File: src/rtl/axil_ext_pkg.sv
// ============================================================================
// Package     : axil_ext_pkg
// Description : Definitions shared by the AXI4-Lite external-port bridges:
//               AXI response codes and the write-side FSM state encoding.
// Revision    : 1.0 - initial release
// ============================================================================
`default_nettype none

package axil_ext_pkg;

  localparam logic [1:0] AXI_RESP_OKAY   = 2'b00;
  localparam logic [1:0] AXI_RESP_SLVERR = 2'b10;

  typedef enum logic [1:0] {
    IDLE = 2'd0,
    EXT  = 2'd1,
    RESP = 2'd2
  } wr_state_e;

endpackage

`default_nettype wire

File: src/rtl/axil_wr_ext.sv
// ============================================================================
// Module      : axil_wr_ext
// Description : AXI4-Lite write responder for a single external word at
//               MEM_BASE. Collects AW and W in either order, performs one
//               external write (req/ack), then returns a B response.
//               Only one write is outstanding at a time.
// Config      : define AXIL_WR_EXT_TIMEOUT_EN to abort an external write
//               with SLVERR after TIMEOUT_CYCLES cycles without ack.
// Ports       : clk, rst_n (sync, active-low)
//               axi_aw*/axi_w*/axi_b* - AXI4-Lite write channels
//               ext_wr_req/dat/strb   - external write request (level)
//               ext_wr_ack            - external write complete
// Revision    : 1.0 - initial release
// ============================================================================
`default_nettype none

module axil_wr_ext
  import axil_ext_pkg::*;
#(
  parameter int                    DATA_WIDTH     = 32,
  parameter int                    ADDR_WIDTH     = 32,
  parameter int                    STRB_WIDTH     = DATA_WIDTH / 8,
  parameter logic [ADDR_WIDTH-1:0] MEM_BASE       = 32'h1000_0000,
  parameter int                    TIMEOUT_CYCLES = 255
) (
  input  logic                  clk,
  input  logic                  rst_n,
  input  logic [ADDR_WIDTH-1:0] axi_awaddr,
  input  logic                  axi_awvalid,
  output logic                  axi_awready,
  input  logic [DATA_WIDTH-1:0] axi_wdata,
  input  logic [STRB_WIDTH-1:0] axi_wstrb,
  input  logic                  axi_wvalid,
  output logic                  axi_wready,
  output logic [1:0]            axi_bresp,
  output logic                  axi_bvalid,
  input  logic                  axi_bready,
  output logic                  ext_wr_req,
  output logic [DATA_WIDTH-1:0] ext_wr_dat,
  output logic [STRB_WIDTH-1:0] ext_wr_strb,
  input  logic                  ext_wr_ack
);

  wr_state_e             state_q, state_d;
  logic                  aw_held_q, w_held_q;
  logic [ADDR_WIDTH-1:0] addr_q;
  logic [DATA_WIDTH-1:0] data_q;
  logic [STRB_WIDTH-1:0] strb_q;
  logic [1:0]            bresp_q, bresp_d;

  logic                  aw_hs, w_hs, b_hs, both_ok;
  logic [ADDR_WIDTH-1:0] eff_addr;
  logic [STRB_WIDTH-1:0] eff_strb;

  assign aw_hs = axi_awready & axi_awvalid;
  assign w_hs  = axi_wready & axi_wvalid;
  assign b_hs  = axi_bvalid & axi_bready;

  // Decide in the same cycle the second handshake completes, using the live
  // bus value for whichever channel has not been captured yet.
  assign both_ok  = (aw_held_q | aw_hs) & (w_held_q | w_hs);
  assign eff_addr = aw_held_q ? addr_q : axi_awaddr;
  assign eff_strb = w_held_q  ? strb_q : axi_wstrb;

`ifdef AXIL_WR_EXT_TIMEOUT_EN
  localparam int CNT_W = ($clog2(TIMEOUT_CYCLES + 1) < 8) ? 8 : $clog2(TIMEOUT_CYCLES + 1);
  logic [CNT_W-1:0] cnt_q, cnt_d;
  logic             tmo;

  // Counter is zero outside EXT, so it starts from zero on every EXT entry.
  assign cnt_d = (state_q == EXT) ? cnt_q + 1'b1 : '0;
  // Count reaches TIMEOUT_CYCLES at the end of this cycle.
  assign tmo   = (cnt_q == CNT_W'(TIMEOUT_CYCLES - 1));

  always_ff @(posedge clk) begin
    if (!rst_n) cnt_q <= '0;
    else        cnt_q <= cnt_d;
  end
`else
  logic w_unused_timeout;
  assign w_unused_timeout = ^TIMEOUT_CYCLES;
`endif

  // State register
  always_ff @(posedge clk) begin
    if (!rst_n) state_q <= IDLE;
    else        state_q <= state_d;
  end

  // Capture registers and response code
  always_ff @(posedge clk) begin
    if (!rst_n) begin
      aw_held_q <= 1'b0;
      w_held_q  <= 1'b0;
      addr_q    <= '0;
      data_q    <= '0;
      strb_q    <= '0;
      bresp_q   <= AXI_RESP_OKAY;
    end else begin
      if (aw_hs) begin
        aw_held_q <= 1'b1;
        addr_q    <= axi_awaddr;
      end
      if (w_hs) begin
        w_held_q <= 1'b1;
        data_q   <= axi_wdata;
        strb_q   <= axi_wstrb;
      end
      if (b_hs) begin
        aw_held_q <= 1'b0;
        w_held_q  <= 1'b0;
      end
      bresp_q <= bresp_d;
    end
  end

  // Next-state logic
  always_comb begin
    state_d = state_q;
    bresp_d = bresp_q;
    case (state_q)
      IDLE: begin
        if (both_ok) begin
          if (eff_addr != MEM_BASE) begin
            state_d = RESP;
            bresp_d = AXI_RESP_SLVERR;
          end else if (eff_strb == '0) begin
            state_d = RESP;
            bresp_d = AXI_RESP_OKAY;
          end else begin
            state_d = EXT;
          end
        end
      end
      EXT: begin
        if (ext_wr_ack) begin
          state_d = RESP;
          bresp_d = AXI_RESP_OKAY;
        end
`ifdef AXIL_WR_EXT_TIMEOUT_EN
        else if (tmo) begin
          state_d = RESP;
          bresp_d = AXI_RESP_SLVERR;
        end
`endif
      end
      RESP: begin
        if (axi_bready) state_d = IDLE;
      end
      default: state_d = IDLE;
    endcase
  end

  // Outputs; everything is forced low while reset is asserted.
  always_comb begin
    axi_awready = 1'b0;
    axi_wready  = 1'b0;
    axi_bvalid  = 1'b0;
    axi_bresp   = AXI_RESP_OKAY;
    ext_wr_req  = 1'b0;
    ext_wr_dat  = '0;
    ext_wr_strb = '0;
    if (rst_n) begin
      case (state_q)
        IDLE: begin
          axi_awready = ~aw_held_q;
          axi_wready  = ~w_held_q;
        end
        EXT: begin
          ext_wr_req  = 1'b1;
          ext_wr_dat  = data_q;
          ext_wr_strb = strb_q;
        end
        RESP: begin
          axi_bvalid = 1'b1;
          axi_bresp  = bresp_q;
        end
        default: ;
      endcase
    end
  end

endmodule

`default_nettype wire

File: config.mk
export PLATFORM = sky130hd
export DESIGN_NAME = axil_wr_ext
export DESIGN_NICKNAME = d
export VERILOG_FILES = /design/src/rtl/axil_ext_pkg.sv /design/src/rtl/axil_wr_ext.sv
export SDC_FILE = /design/constraint.sdc
export NUM_CORES = 1
export LEC_CHECK = 0
export CAP_MARGIN = 20
export CORE_MARGIN = 2
export CORE_UTILIZATION = 45
export CTS_CLUSTER_DIAMETER = 100
export DETAILED_ROUTE_END_ITERATION = 8
export PLACE_DENSITY = 0.77
export REMOVE_ABC_BUFFERS = 1
export SLEW_MARGIN = 20
export SYNTH_ARGS = -nofsm -noshare
export SYNTH_HDL_FRONTEND = slang
export SYNTH_SLANG_ARGS = --single-unit
File: constraint.sdc
create_clock -name clk -period 2 [get_ports clk]
set_input_delay 0.3 -clock clk [delete_from_list [all_inputs] [get_ports clk]]
set_output_delay 0.3 -clock clk [all_outputs]
set_load 0.005 [all_outputs]
==> results of run 1 <==
-- layer usage --
layer,up-vias,part of all wire [%]
met5,-,0
met4,0,0.97
met3,7,7.4
met2,107,46
met1,1392,45
li1,1567,-
-- tightest hold or removal path, stage by stage (launching register included) --
cell and delay [ns]:
dfxtp_1 0.31, nand2_1 0.05, a21boi_1 0.05
-- worst min-delay path by stage --
stage	from	end	cells after the start	slack, ns
floorplan	rst_n	w_held_q$_SDFFE_PP0P_	1	0.42
global placement	addr_q[19]$_SDFFE_PN0P_	addr_q[19]$_SDFFE_PN0P_	2	0.44
detailed placement	addr_q[19]$_SDFFE_PN0P_	addr_q[19]$_SDFFE_PN0P_	2	0.44
CTS	rst_n	addr_q[31]$_SDFFE_PN0P_	3	0.45
global route	rst_n	state_q[1]$_SDFFE_PN0P_	3	0.45
finish	data_q[1]$_SDFFE_PN0P_	data_q[1]$_SDFFE_PN0P_	2	0.45
-- stage by stage --
step                hold WS (ns)  setup TNS (ns)  cell area, um^2  power [mW]
floorplan                  0.422           -1.41             3120        2.31
global placement           0.436         -0.0535             4490        2.82
detailed placement         0.443         -0.0839             4490        2.85
CTS                        0.448               0             4750        4.26
global route               0.454               0             4760        4.47
finish                     0.453               0             4760        4.22
-- where the power goes --
part | internal [mW] | switching [mW] | leakage, nW
logic | 0.568 | 0.586 | 1.18
registers | 1.64 | 0.0975 | 0.594
clock network | 0.817 | 0.517 | 0.115
total | 3.02 | 1.20 | 1.88
-- final cells by class --
type                       count  area [um^2]
timing repair buffer         129         1250
antenna                        1         2.50
clock inverter                 6          108
clock buffer                   9          124
multi-input combinational    304         1680
fill                         614         2110
sequential                    73         1460
tap                           96          120
inverter                       4         15.0
-- what timing repair did --
| action | in CTS | in global routing |
|---|---|---|
| endpoints found under the hold margin | 0 | 0 |
| buffers inserted | 4 | 0 |
| pin swaps | 1 | 0 |
| resized for setup | 42 | 7 |
| setup endpoints to repair | 37 | 15 |
| gates cloned | 1 | 0 |
-- cell usage after synthesis (2+ instances only) --
cell,count,area share [%]
nand2_1,141,16
dfxtp_1,73,45
a21boi_0,51,12
and2_1,38,7.3
a21boi_1,17,3.9
clkbuf_1,15,1.7
nor4_1,13,2.5
buf_2,10,1.5
nor2_1,7,0.81
a21oi_1,5,0.77
inv_1,4,0.46
nand4_1,4,0.77
nor3_1,4,0.62
nand2b_1,3,0.58
nor4b_1,3,0.81
or3_1,3,0.58
and3_1,2,0.39
buf_4,2,0.46
-- state kept, by name, indices dropped and copies added, names as in the netlist --
name       cells
addr_q        32
aw_held_q      1
bresp_q        1
data_q        32
state_q        2
strb_q         4
w_held_q       1
-- cell families (layout without fill, tap and decap cells) --
group	Yosys count	after routing	share of synthesized area, %
buffers and inverters	31	148	4.20
AOI/OAI and AO/OA	79	79	17.8
and+or+nand+nor	224	224	32.8
DFF	73	73	45.1
other	1	2	0.116
==> impl_metrics.tcl, run 1 <==
set metrics [dict create \
    async_reset_ff_share_pct 0 \
    hpwlAfterDp_um 5730 \
    vias_per_cell 4.94 \
    port_buffers 114 \
    vias 3073 \
    antenna_found_initial 0 \
    setup-violations-final 0 \
    slowest_stage "clkdlybuf4s50_1" \
    rr_endpoint "bresp_q[1]$_SDFFE_PN0P_" \
    synth.avg_cell_area_um2 7.95 \
    wl_per_cell_um 12.9 \
    crit_chain "nand2b_4, buf_4, nor3_2, clkdlybuf4s50_1" \
    die_area_um2 7900 \
    grt_pass1_vias 2969 \
    cts_made_buffers 9 \
    startpoint "state_q[1]$_SDFFE_PN0P_" \
    drt_iter0_drc 91 \
    layout_setup_ws_ns 0.0617 \
    cp.required_ns 1.70 \
    r2r_start "addr_q[26]$_SDFFE_PN0P_" \
    rows 30 \
    worst_setup_path_start_kind "register" \
    r2r_cells 6 \
    postCtsHoldBufs 0 \
    cts.reportedPaths.clkPinSlew_ns 0.07 \
    worst-path-buf-inv 2 \
    wl_um 8050 \
    postLayoutCoreUtil_pct 69.3 \
    synthDistinctLibCells 31 \
    grt_util_met1_pct 25.8 \
    nets 595 \
    place_congestion 0.782 \
    grtUsageMet3_pct 4.16 \
    mostFrequentLayoutCells "nand2_1, clkdlybuf4s50_1, dfxtp_1, a21boi_0, and2_1" \
    num_io_pins 116 \
    first_pass_iters 4 \
    grt.total_usage_pct 21.2 \
    fmax_ghz 0.516 \
    ys_seq_area_share_pct 45.1 \
    clock_latency_ns 0.34 \
    drive_above_1_share_pct 8.00 \
    maxCapViolCount 0 \
    crit_cells 4 \
    dp_slack_ns -0.0839 \
    finalHoldViolCount 0 \
    status "finished, final reports clean" \
    ff2ff_setup_slack_ns 0.33 \
    tritoncts "yes" \
    rsz0062_at_grt "false" \
    clock-sinks 73 \
    h-tree-depth 3 \
    finalCriticalPeriod_ns 1.94 \
    drv_slew 0 \
    clockBufferDepth 2 \
    core_um2 6870 \
    crit_family "buffers and inverters" \
    synth-edff-count 0 \
    grt_max_degree 60 \
    ir_drop_uv 509 \
    overflow 0 \
    path_max_fanout 8 \
    end_kind "output port" \
    fin_cells 622 \
    area_growth_syn_to_layout_pct 46.8 \
    p_per_area_nw_per_um2 887 \
    drc_errors 0 \
    hp-class "register to register" \
    ys_ff_latch 73 \
    synth_warnings 0 \
    finalClockSkew_ns 0.00789 \
    grt_most_used_layer "met2" \
    final_common_cell "nand2_1" \
    antenna_left 0 \
    placedCellCount 602 \
    cp-endpoint "axi_wready" \
    cp.arrival_ns 1.64 \
    syn_inst 408 \
    synth_area_um2 3240 \
    finalCritPeriodShare_pct 96.9 \
    die-width_um 88.9 \
    synth_flop_cell "dfxtp_1" \
    crit_type "register to output port" \
    met2_usage_pct 37.4 \
    grt_pass1_wl_um 13200 \
    leakage_nw 1.88 \
    cts_root_buf "clkbuf_8" \
    cpPeakStageDelay_ns 0.52 \
    start_util_pct 47.2 \
    dieHeight_um 88.9 \
]
(Power assumes the default switching activity.)
==> run 2: changes to the inputs <==
--- a/config.mk
+++ b/config.mk
@@ -5,6 +5,7 @@
 export SDC_FILE = /design/constraint.sdc
 export NUM_CORES = 1
 export LEC_CHECK = 0
+export ABC_CLOCK_PERIOD_IN_PS = 2000
 export CAP_MARGIN = 20
 export CORE_MARGIN = 2
 export CORE_UTILIZATION = 45
==> results of run 2 <==
The final DEF is identical to that of run 1; final timing and power are the same.
==> run 3: changes to the inputs <==
--- a/config.mk
+++ b/config.mk
@@ -11,6 +11,7 @@
 export CORE_UTILIZATION = 45
 export CTS_CLUSTER_DIAMETER = 100
 export DETAILED_ROUTE_END_ITERATION = 8
+export GPL_TIMING_DRIVEN = 1
 export PLACE_DENSITY = 0.77
 export REMOVE_ABC_BUFFERS = 1
 export SLEW_MARGIN = 20
==> results of run 3 <==
The final DEF is identical to that of run 1; final timing and power are the same.
